--- config.mk ---
export PLATFORM = sky130hd
export DESIGN_NAME = control_sequencer
export DESIGN_NICKNAME = d
export VERILOG_FILES = /design/src/rtl/control_sequencer.sv
export SDC_FILE = /design/constraint.sdc
export NUM_CORES = 1
export LEC_CHECK = 0
export BUFFER_PORTS_ARGS = -buffer_cell sky130_fd_sc_hd__buf_2
export CAP_MARGIN = 20
export CORE_MARGIN = 8
export CORE_UTILIZATION = 43
export CTS_BUF_LIST = sky130_fd_sc_hd__clkbuf_4
export DETAILED_ROUTE_END_ITERATION = 6
export GPL_TIMING_DRIVEN = 0
export PLACE_DENSITY = 0.87
export SLEW_MARGIN = 0
export SYNTH_ARGS = -nofsm -noshare
export SYNTH_HDL_FRONTEND = slang
export SYNTH_SLANG_ARGS = --single-unit
export TNS_END_PERCENT = 20
--- constraint.sdc ---
create_clock -name Clock -period 2.2 [get_ports Clock]
set_input_delay 0.11 -clock Clock [delete_from_list [all_inputs] [get_ports Clock]]
set_output_delay 0.11 -clock Clock [all_outputs]
set_load 0.02 [all_outputs]
--- src/rtl/control_sequencer.sv ---
// control_sequencer
//   Hardwired control unit for a single-bus datapath. Steps through a
//   fetch (T0..T2) and an opcode-dependent execute phase (T3..T6), one
//   state per clock, and decodes the datapath control strobes from the
//   current state and the opcode IR[31:27].
//
// Ports
//   Clock, Reset    rising-edge clock, synchronous active-high reset
//   Stop            halt request, honoured only in an instruction's last cycle
//   IR[31:0]        instruction register; only the opcode field is decoded
//   PCout..Rout     bus-drive enables (at most one per cycle)
//   PCin..Rin       register load enables
//   IncPC, Read     PC increment and memory read strobes
//   Gra/Grb/Grc     register-field selects (at most one per cycle)
//   operation[4:0]  ALU opcode in ALU cycles, zero otherwise
//   Run             high in T0..T6
//   retired[15:0]   completed-instruction count, wraps at 16 bits
module control_sequencer (
    input  logic        Clock,
    input  logic        Reset,
    input  logic        Stop,
    input  logic [31:0] IR,
    output logic        PCout,
    output logic        MDRout,
    output logic        Zlowout,
    output logic        Zhighout,
    output logic        Rout,
    output logic        PCin,
    output logic        MARin,
    output logic        MDRin,
    output logic        IRin,
    output logic        Yin,
    output logic        Zlowin,
    output logic        Zhighin,
    output logic        LOin,
    output logic        HIin,
    output logic        Rin,
    output logic        IncPC,
    output logic        Read,
    output logic        Gra,
    output logic        Grb,
    output logic        Grc,
    output logic [4:0]  operation,
    output logic        Run,
    output logic [15:0] retired
);

    typedef enum logic [3:0] {
        RESET_S, T0, T1, T2, T3, T4, T5, T6, HALT
    } state_t;

    state_t     state;
    logic [4:0] opcode;
    logic       is_alu3;
    logic       is_muldiv;
    logic       is_unary;
    logic       is_halt;
    logic       final_step;
    logic       unused_ir;

    assign opcode    = IR[31:27];
    assign unused_ir = ^IR[26:0];

    // Instruction class; anything not listed behaves as nop.
    always_comb begin
        is_alu3   = 1'b0;
        is_muldiv = 1'b0;
        is_unary  = 1'b0;
        is_halt   = 1'b0;
        case (opcode)
            5'b00011, 5'b00100, 5'b00101,
            5'b00110, 5'b01001, 5'b01011: is_alu3   = 1'b1;
            5'b01111, 5'b10000:           is_muldiv = 1'b1;
            5'b10001, 5'b10010:           is_unary  = 1'b1;
            5'b11011:                     is_halt   = 1'b1;
            default:                      ;
        endcase
    end

    // Last cycle of the current instruction. T6 is always terminal so the
    // sequencer cannot run past it even if IR changes mid-instruction.
    always_comb begin
        case (state)
            T3:      final_step = !(is_alu3 || is_muldiv || is_unary);
            T4:      final_step = is_unary;
            T5:      final_step = is_alu3;
            T6:      final_step = 1'b1;
            default: final_step = 1'b0;
        endcase
    end

    always_ff @(posedge Clock) begin
        if (Reset) begin
            state   <= RESET_S;
            retired <= '0;
        end else if (final_step) begin
            retired <= retired + 16'd1;
            state   <= (is_halt || Stop) ? HALT : T0;
        end else begin
            case (state)
                RESET_S: state <= T0;
                T0:      state <= T1;
                T1:      state <= T2;
                T2:      state <= T3;
                T3:      state <= T4;
                T4:      state <= T5;
                T5:      state <= T6;
                T6:      state <= T0;
                HALT:    state <= HALT;
                default: state <= RESET_S;
            endcase
        end
    end

    always_comb begin
        PCout     = 1'b0;
        MDRout    = 1'b0;
        Zlowout   = 1'b0;
        Zhighout  = 1'b0;
        Rout      = 1'b0;
        PCin      = 1'b0;
        MARin     = 1'b0;
        MDRin     = 1'b0;
        IRin      = 1'b0;
        Yin       = 1'b0;
        Zlowin    = 1'b0;
        Zhighin   = 1'b0;
        LOin      = 1'b0;
        HIin      = 1'b0;
        Rin       = 1'b0;
        IncPC     = 1'b0;
        Read      = 1'b0;
        Gra       = 1'b0;
        Grb       = 1'b0;
        Grc       = 1'b0;
        operation = 5'b00000;
        Run       = (state >= T0) && (state <= T6);
        case (state)
            T0: begin
                PCout = 1'b1; MARin = 1'b1; IncPC = 1'b1; PCin = 1'b1;
            end
            T1: begin
                Read = 1'b1; MDRin = 1'b1;
            end
            T2: begin
                MDRout = 1'b1; IRin = 1'b1;
            end
            T3: begin
                if (is_alu3) begin
                    Grb = 1'b1; Rout = 1'b1; Yin = 1'b1;
                end else if (is_muldiv) begin
                    Gra = 1'b1; Rout = 1'b1; Yin = 1'b1;
                end else if (is_unary) begin
                    Grb = 1'b1; Rout = 1'b1; Zlowin = 1'b1; operation = opcode;
                end
            end
            T4: begin
                if (is_alu3) begin
                    Grc = 1'b1; Rout = 1'b1; Zlowin = 1'b1; operation = opcode;
                end else if (is_muldiv) begin
                    Grb = 1'b1; Rout = 1'b1; Zlowin = 1'b1; Zhighin = 1'b1;
                    operation = opcode;
                end else if (is_unary) begin
                    Zlowout = 1'b1; Gra = 1'b1; Rin = 1'b1;
                end
            end
            T5: begin
                if (is_alu3) begin
                    Zlowout = 1'b1; Gra = 1'b1; Rin = 1'b1;
                end else if (is_muldiv) begin
                    Zlowout = 1'b1; LOin = 1'b1;
                end
            end
            T6: begin
                if (is_muldiv) begin
                    Zhighout = 1'b1; HIin = 1'b1;
                end
            end
            default: ;
        endcase
    end

endmodule

== Word level (Yosys, flattened, before mapping) ==
Memory sizes are Yosys's and may differ from the RTL's. A register that Yosys moved wholly into a read port is not among the register bits.
Index checks and enable logic that the tools add are counted.

* Flip-flop bits (word level): 20
* Output and inout bits: 42
* Memories: 1
* Input bits: 35
* Memory bits (read-only): 64

* Mux-type cells: 38
* Reductions and logical operators: 8
* Add/sub/neg operators: 1
* Equality and inequality tests: 18
* $lt $le $gt $ge: 2

{| class="wikitable"
|+ Memory list
! name !! words !! bits a word !! read ports !! clocked after Yosys merged registers in !! wr ports !! RTL line !! RTL
|-
| (no name shown) || 16 || 4 || 1 || 1 || 0 || 100 || <nowiki>case (state)</nowiki>
|}

{| class="wikitable"
|+ Operators with widths
! operator !! count
|-
| 5-bit two-way mux || 5
|-
| 1-bit two-way mux || 22
|-
| 5-bit equality test, second input constant || 4
|-
| 16-bit by 1-bit adder with 16-bit output, second input constant || 1
|-
| 4-bit by 3-bit equality test with 1-bit output, second input constant || 4
|-
| 5-bit by 3-bit equality test with 1-bit output, second input constant || 3
|-
| 5-bit by 4-bit equality test with 1-bit output, second input constant || 3
|-
| 4-bit two-way mux || 3
|-
| 1-bit case mux with 2 select lines || 5
|-
| 5-bit case mux with 2 select lines || 1
|-
| 4-bit by 2-bit equality test with 1-bit output, second input constant || 2
|-
| 6-bit OR reduction || 1
|-
| 5-bit by 2-bit equality test with 1-bit output, second input constant || 1
|-
| 4-bit by 1-bit equality test with 1-bit output, second input constant || 1
|-
| 4-bit by 1-bit >= comparator with 1-bit output, second input constant || 1
|-
| 4-bit by 3-bit <= comparator with 1-bit output, second input constant || 1
|-
| 1-bit case mux with 4 select lines || 1
|-
| 2-bit OR reduction || 2
|-
| 1-bit logical OR || 3
|-
| 1-bit case mux with 3 select lines || 1
|-
| 1-bit logical AND || 1
|-
| 1-bit logical NOT || 1
|}

== Logic depth before layout (Yosys ltp) ==
Gate-level depths: netlist of run 1.

* Depth in word-level cells: 9
* Mapped depth: 11

== Least setup slack after synthesis of run 1 ==
No wires, ideal clock.

* Path type: input -> register
* Start: input port IR[30]
* End: register with a tool-made name
* Path slack: 0.081 ns
* Required time: 2.130 ns
* Stages: 9
* Buffers on the path: 1
* Arrival time: 2.049 ns
* Setup time: 0.070 ns
* Cell sequence: buf_6 maj3_2 a311oi_4 o21ai_0 nand2_1 a21oi_1 ha_1 or3_1 a21oi_1

{| class="wikitable"
|+ RTL lines
! what !! RTL line !! RTL
|-
| start, declared || 22 || <nowiki>input logic [31:0] IR,</nowiki>
|}

==> impl_metrics.yaml, run 1 <==
place:
  gp_congestion: 0.840
  post-place-ws_ps: -173
  place_area_um2: 1860
  dp_hpwl_um: 2930
  io_buffers: 48
synth:
  muxShareOfSynthArea_pct: 4.09
  synth-edff-count: 0
  yosys_warnings: 0
  ys_types: 49
  synth_top_area_cell: "dfxtp_1"
  synth-seq-cells: 24
  synth.avg_cell_area_um2: 7.93
  synth_fa_ha_area_share_pct: 3.93
  synthTopCellsByArea: "dfxtp_1 (31%), nor2_1 (5.3%), o21ai_0 (4.5%), a21oi_1 (4.2%), o21a_1 (3.4%)"
  syn-cell-area_um2: 1560
  synth_fp_nets: 236
  seq_area_frac_synth_pct: 30.8
  netlist_instances: 197
  synth_async_sr_flop_share_pct: 0
  synth_top_cell_area_share_pct: 30.8
  synth_flop_cell: "dfxtp_1"
  synth_xor_area_share_pct: 2.24
  synth-compound-area-share_pct: 22.9
  synth_top_family_by_area: "simple AND/OR/NAND/NOR gates"
  synthSimpleGateAreaFrac_pct: 27.6
routing:
  first_iter_violations: 71
  detail_route.vias_per_cell: 5.39
  antenna_left: 0
  drc: 0
  dr.pass1.iters: 5
  num_vias: 1618
  routed_wl_um: 3980
  wl_per_cell_um: 13.3
cts:
  cts_tree: "built"
  cts_buffers: 3
  cts_num_sinks: 24
  clkLatencyLatePin_ps: 330
  cts.path.max_buffers: 2
  clkTransAtPathRegs_ps: 120
  cts_root_buf: "clkbuf_4"
  h-tree-depth: 1
critical_path:
  crit_required_ps: 2460
  crit_buf_inv: 1
  critPathArrivalTime_ps: 2470
  critPathMostFrequentCell: "a21oi_2"
  path_max_fanout: 10
  end_kind: "flop"
  start_kind: "flop"
  crit_slowest_cell: "or3_1"
  crit_type: "flop to flop"
  crit_path_cell_trace: "or2b_2, o21a_4, o21a_1, buf_6, nand2_1, a21oi_2, ha_2, or3_1, a21oi_2"
  slowest_delay_ps: 410
  critical_path.top_delay_family: "simple AND/OR/NAND/NOR gates"
layout:
  layout_commonest_cell: "buf_2"
  final_cell_mix: "buf_2 (50), nor2_1 (22), dfxtp_1 (22)"
  area_delta_synth_final_pct: 26.7
  diodes: 0
  fin_nets: 292
  drive_gt1_share_pct: 34.5
  utilization_pct: 55.3
  final_area_um2: 1980
timing:
  relSlewSlack_pct: 65.8
  finalCritPeriodShare_pct: 100
  tightest_slew_ps: 513
  max_freq_ghz: 0.453
  fin_crit_ps: 2210
  setup_violations: 1
  rsz0062_at_grt: "yes"
  finalMaxSlewViolations: 0
  hold_violations: 0
  hold_ws_ps: 135
  finClkSkew_ps: 13.9
  setup_slack_ps: -9.88
floorplanning:
  io_pins: 77
  core_um2: 3580
  placementRows: 22
  die_w_um: 76.3
  initial_utilization_pct: 43.6
  die_h_um: 76.3
  dieArea_um2: 5820
grt:
  grt_usage_pct: 12.9
  overflow: 0
  antenna_found_initial: 0
  grt_pass1_vias: 1526
  grt_pass1_wl_um: 6640
  grt_max_degree: 15
pwr:
  powerDensity_nw_per_um2: 590
  irDropWorstVdd_uv: 334
  leakage_nw: 0.877
run_status:
  status: "finished, violations left"
  violations: "negative setup slack"
min_path:
  hp-class: "primary input to flop"
run:
  maxCapViolCount: 0
cell type report:
cell class | instances | area (um^2)
Clock buffer | 3 | 22.5
Timing Repair Buffer | 51 | 263
Sequential cell | 24 | 485
Multi-Input combinational cell | 150 | 980
Fill cell | 341 | 1600
Tap cell | 48 | 60.1
Buffer | 14 | 104
Clock inverter | 1 | 30.0
Inverter | 9 | 33.8
cell usage after synthesis, drive strengths merged (2+ instances only):
library cell,number
nand2b,4
a221oi,2
o31ai,4
nor2,22
a311oi,2
or4,3
and2,2
nor2b,3
o21ai,14
mux2i,3
buf,12
o211ai,2
dfxtp,24
nand3,6
inv,9
xnor2,2
nor3,9
xor2,2
or3,7
nor4,5
ha,4
nand4,2
or2b,2
nand2,13
mux2,3
a21oi,14
clkbuf,2
o21a,7
and3,3
worst paths after layout:
check	from	to	slack, ps	depth (start not counted)
max	state[1]	flop	-10	9
min	Reset	flop	130	3
max reg2reg	state[1]	flop	-10	9
min reg2reg	flop	flop	490	1
power breakdown:
group,switching [mW],internal (mW),total [mW],leakage (nW)
clock,0.138,0.184,0.322,0.0279
combinational,0.210,0.149,0.360,0.654
sequential,0.0204,0.464,0.485,0.196
kinds of logic after synthesis:
family	count (synthesis)
multiplexers	6
flip-flops	24
AND/OR/NAND/NOR	84
AO/OA/AOI/OAI	51
buffers and inverters	23
adder cells (fa/ha/maj)	5
XOR/XNOR	4
per-stage QoR:
stage                     setup TNS [ps]  instances  total power, mW
final                              -9.88        300             1.17
after global routing               -83.8        300             1.22
after CTS                              0        300             1.16
after detailed placement            -425        293            0.817
after global placement              -328        293            0.812
after floorplan                        0        197            0.736
metal layers:
| metal | track usage (%) | wire, um | vias to the layer above |
|---|---|---|---|
| met2 | 22.0 | 1870 | 51 |
| met1 | 14.9 | 1820 | 742 |
| met3 | 2.36 | 206 | 6 |
| met4 | 6.92 | 90 | 0 |
| met5 | 0 | 0 | - |
| li1 | - | - | 819 |
worst register-to-register path, stage by stage (launching register included):
cell and delay (ps):
dfxtp_4 370, or2b_2 320, o21a_4 230, o21a_1 150, buf_6 160, nand2_1 90
a21oi_2 90, ha_2 220, or3_1 410, a21oi_2 130
what timing repair did:
item	4_1_cts	5_1_grt
endpoints found under the setup margin	3	4
resized for setup	6	8
setup buffers	3	0
pin swaps	0	0
hold buffers	0	0
No activity file was read; power rests on OpenSTA's default activity.
==> inputs of run 2 (changes only) <==
CORE_UTILIZATION = 41   (was 43)
CTS_BUF_LIST = sky130_fd_sc_hd__clkbuf_16   (was sky130_fd_sc_hd__clkbuf_4)
PLACE_DENSITY = 0.84   (was 0.87)
==> run 2 against run 1 <==
Final cell count shrank 1.0%. Register-to-register slack gained 110 ps. The run now ends clean. Clock skew shrank 7.3 ps. Power grew 5.0%. Count of clock-buffer cells in the layout is the same. Critical path depth is the same. Highest routed layer unchanged. Worst hold slack gained 61 ps. Flip-flop and latch count is the same. Sequential share of layout area shrank 0.077 points.
==> impl_metrics.yaml, run 2 (same netlist as run 1, synthesis figures left out) <==
cts:
  cts_root_buf: "clkbuf_16"
  cts_tree: "built"
  clkLatencyLatePin_ps: 260
  cts.path.max_buffers: 2
  cts_num_sinks: 24
  h-tree-depth: 1
  cts_buffers: 3
  clkTransAtPathRegs_ps: 60
  postCtsSetupRepairBufs: 0
critical_path:
  critPathArrivalTime_ps: 2290
  crit_type: "flop to flop"
  end_kind: "flop"
  path_max_fanout: 10
  crit_required_ps: 2390
  start_kind: "flop"
grt:
  busiest_layer: "met2"
  grt.met2_usage_pct: 22.7
  antenna_found_initial: 0
  overflow: 0
  grtUsageMet1_pct: 15.4
  grt_pass1_vias: 1601
  grt_pass1_wl_um: 7030
  grtUsageMet3_pct: 2.65
  grt_usage_pct: 13.2
  grt_max_degree: 14
timing:
  hold_violations: 0
  finClkSkew_ps: 6.59
  finalMaxSlewViolations: 0
  relSlewSlack_pct: 69.1
  tightest_slew_ps: 463
  setup_violations: 0
  finalCritPeriodShare_pct: 95.6
  fin_setup_tns_ps: 0
  fin_crit_ps: 2100
  max_freq_ghz: 0.476
  setup_slack_ps: 97.5
  hold_ws_ps: 196
pwr:
  irDropWorstVdd_uv: 252
  leakage_nw: 0.877
  powerDensity_nw_per_um2: 618
routing:
  wl_per_cell_um: 13.5
  dr.pass1.iters: 4
  antenna_left: 0
  first_iter_violations: 65
  detail_route.vias_per_cell: 5.54
  drc: 0
  routed_wl_um: 4010
  num_vias: 1645
min_path:
  hp-class: "primary input to flop"
floorplanning:
  die_w_um: 77.7
  dieArea_um2: 6040
  die_h_um: 77.7
  placementRows: 22
  io_pins: 77
  initial_utilization_pct: 42.7
  core_um2: 3660
layout:
  fin_cells: 297
  fin_nets: 289
  nFillCells: 324
  drive_gt1_share_pct: 33.3
  layout_commonest_cell: "buf_2"
  diodes: 0
  area_delta_synth_final_pct: 27.1
  final_cell_mix: "buf_2 (50), nor2_1 (22), dfxtp_1 (22)"
place:
  gp_congestion: 0.816
  post-place-ws_ps: -214
  io_buffers: 48
  dp.cells: 293
  dp_hpwl_um: 3040
run_status:
  status: "finished clean"
run:
  maxCapViolCount: 0
-- run 2: area by class of cell --
type	count	area, um^2	area share [%]
inverters	9	33.8	1.70
clock buffers	3	75.1	3.78
multi-input cells	150	982	49.5
repair buffers	48	240	12.1
plain buffers	14	104	5.23
flip-flops and latches	24	485	24.5
well taps	48	60.1	3.03
clock inverters	1	3.75	0.189
-- run 2: critical path, stage by stage (launching register included) --
cell	delay [ps]
dfxtp_2	360
or2b_4	280
o21a_4	220
o21a_1	140
buf_6	160
nand2_2	80
a21oi_2	80
ha_1	210
or3_1	380
a21oi_2	120
-- run 2: per-stage QoR --
| step | total power, mW | cell area, um^2 | utilization (%) |
|---|---|---|---|
| final | 1.23 | 1980 | 54.2 |
| after floorplan | 0.736 | 1560 | - |
| after global placement | 0.813 | 1860 | 50.9 |
| after global routing | 1.28 | 1980 | 54.2 |
| after detailed placement | 0.822 | 1860 | 50.9 |
| after CTS | 1.22 | 1960 | 53.7 |
-- run 2: timing repair --
item	4_1_cts	5_1_grt
cloned	0	0
pin swaps	0	0
gates resized for setup	9	6
endpoints found under the setup margin	3	3
hold buffers	0	0
-- run 2: path summary, 6_finish.rpt --
kind,start,endpoint,slack (ps),cells after the start
hold reg to reg,flop,flop,470,1
hold / removal,Reset,flop,200,3
setup / recovery,state[0],flop,100,9
setup reg to reg,state[0],flop,100,9
-- run 2: power breakdown --
group	total [mW]	internal, mW	switching [mW]
logic	0.335	0.138	0.197
clock network	0.394	0.243	0.152
registers	0.496	0.465	0.0309
-- run 2: metal layers --
| layer | share of wire, % | routed length, um |
|---|---|---|
| met4 | 2.0 | 82 |
| met2 | 47 | 1900 |
| met3 | 6.5 | 261 |
| met5 | 0 | 0 |
| met1 | 44 | 1770 |
==> inputs of run 3 (changes only) <==
RECOVER_POWER = 50   (was not set)
==> run 3 against run 2 <==
Sequential share of layout area up 0.33 points. Final area down 1.3%. Clock skew about the same. Critical path type unchanged. Largest power group unchanged.
==> impl_metrics.yaml, run 3 (same netlist as run 1, synthesis figures left out) <==
run_status:
  status: "finished clean"
grt:
  overflow: 0
  antenna_found_initial: 0
  grt_usage_pct: 13.2
  grt_max_degree: 14
  grt_pass1_wl_um: 7030
  grt_pass1_vias: 1601
floorplanning:
  dieArea_um2: 6040
  io_pins: 77
  initial_utilization_pct: 42.7
  placementRows: 22
  die_h_um: 77.7
  die_w_um: 77.7
  core_um2: 3660
cts:
  cts_buffers: 3
  cts_num_sinks: 24
  h-tree-depth: 1
  clkLatencyLatePin_ps: 260
  cts_tree: "built"
  clkTransAtPathRegs_ps: 60
  cts.path.max_buffers: 2
  postCtsSetupRepairBufs: 0
  cts_root_buf: "clkbuf_16"
  hold_buffers: 0
layout:
  utilization_pct: 53.5
  layout_commonest_cell: "buf_2"
  multi_input_area_um2: 982
  area_delta_synth_final_pct: 25.4
  final_area_um2: 1960
  fin_nets: 289
  regArea_um2: 485
  diodes: 0
  drive_gt1_share_pct: 24.9
  nFillCells: 339
  fin_cells: 297
  final_cell_mix: "buf_2 (29), clkbuf_1 (23), nor2_1 (22), dfxtp_1 (22), o21ai_0 (13)"
timing:
  fin_setup_tns_ps: 0
  setup_violations: 0
  setup_slack_ps: 99.8
  finalCritPeriodShare_pct: 95.5
  rsz0062_at_grt: "no"
  fin_crit_ps: 2100
  hold_ws_ps: 195
  finClkSkew_ps: 6.12
  finalMaxSlewViolations: 0
  tightest_slew_ps: 462
  hold_violations: 0
  relSlewSlack_pct: 69.2
  max_freq_ghz: 0.476
min_path:
  hp-class: "primary input to flop"
routing:
  wl_per_cell_um: 13.6
  drc: 0
  dr.pass1.iters: 4
  detail_route.vias_per_cell: 5.55
  antenna_left: 0
  num_vias: 1647
  routed_wl_um: 4030
  first_iter_violations: 82
place:
  gp_congestion: 0.816
  dp_hpwl_um: 3040
  place_area_um2: 1860
  post-place-ws_ps: -214
  dp.cells: 293
  io_buffers: 48
critical_path:
  end_kind: "flop"
  crit_required_ps: 2390
  crit_type: "flop to flop"
  critPathArrivalTime_ps: 2290
  slowest_delay_ps: 380
  start_kind: "flop"
  path_max_fanout: 10
  critPathMostFrequentCell: "a21oi_2"
  crit_path_cell_trace: "or2b_4, o21a_4, o21a_1, buf_6, nand2_2, a21oi_2, ha_1, or3_1, a21oi_2"
  crit_slowest_cell: "or3_1"
pwr:
  irDropWorstVdd_uv: 252
  p_total_mw: 1.22
  leakage_nw: 0.786
  powerDensity_nw_per_um2: 624
run:
  maxCapViolCount: 0
## run 3: changes by cell type in the layout (fill, tap and decap cells not counted)
cell      previous run  this run
buf_1                1         0
buf_2               50        29
clkbuf_1             1        23
## run 3: timing repair
| action | in CTS | in global routing |
|---|---|---|
| cloned | 0 | 0 |
| hold endpoints to repair | 0 | 0 |
| setup endpoints to repair | 3 | 3 |
| resized for setup | 9 | 6 |
## run 3: final timing paths
check / to / slack, ps / start / cells after the start
worst max register to register: flop / 100 / state[0] / 9
worst min register to register: flop / 470 / flop / 1
worst max-delay path: flop / 100 / state[0] / 9
worst min-delay path: flop / 190 / Reset / 3
## run 3: area by class of cell
| type | count | area share, % |
|---|---|---|
| Buffer | 14 | 5.30 |
| Clock buffer | 3 | 3.83 |
| Clock inverter | 1 | 0.192 |
| Inverter | 9 | 1.73 |
| Multi-Input combinational cell | 150 | 50.2 |
| Sequential cell | 24 | 24.8 |
| Tap cell | 48 | 3.07 |
| Timing Repair Buffer | 48 | 10.9 |
## run 3: power breakdown
part           switching [mW]  internal [mW]
clock                   0.151          0.243
sequential             0.0312          0.465
combinational           0.198          0.134
## run 3: metal layers
layer	track usage (%)	routed length [um]
met1	15.4	1760
met2	22.7	1900
met3	2.65	284
met4	6.04	85
met5	0	0
## run 3: critical path: cells and delay by family, from the launching register on
family / cells / cell delay, ps
AO/OA/AOI/OAI: 4 / 560
adder cells (fa/ha/maj): 1 / 220
buffers and inverters: 1 / 150
flip-flops: 1 / 360
AND/OR/NAND/NOR: 3 / 740
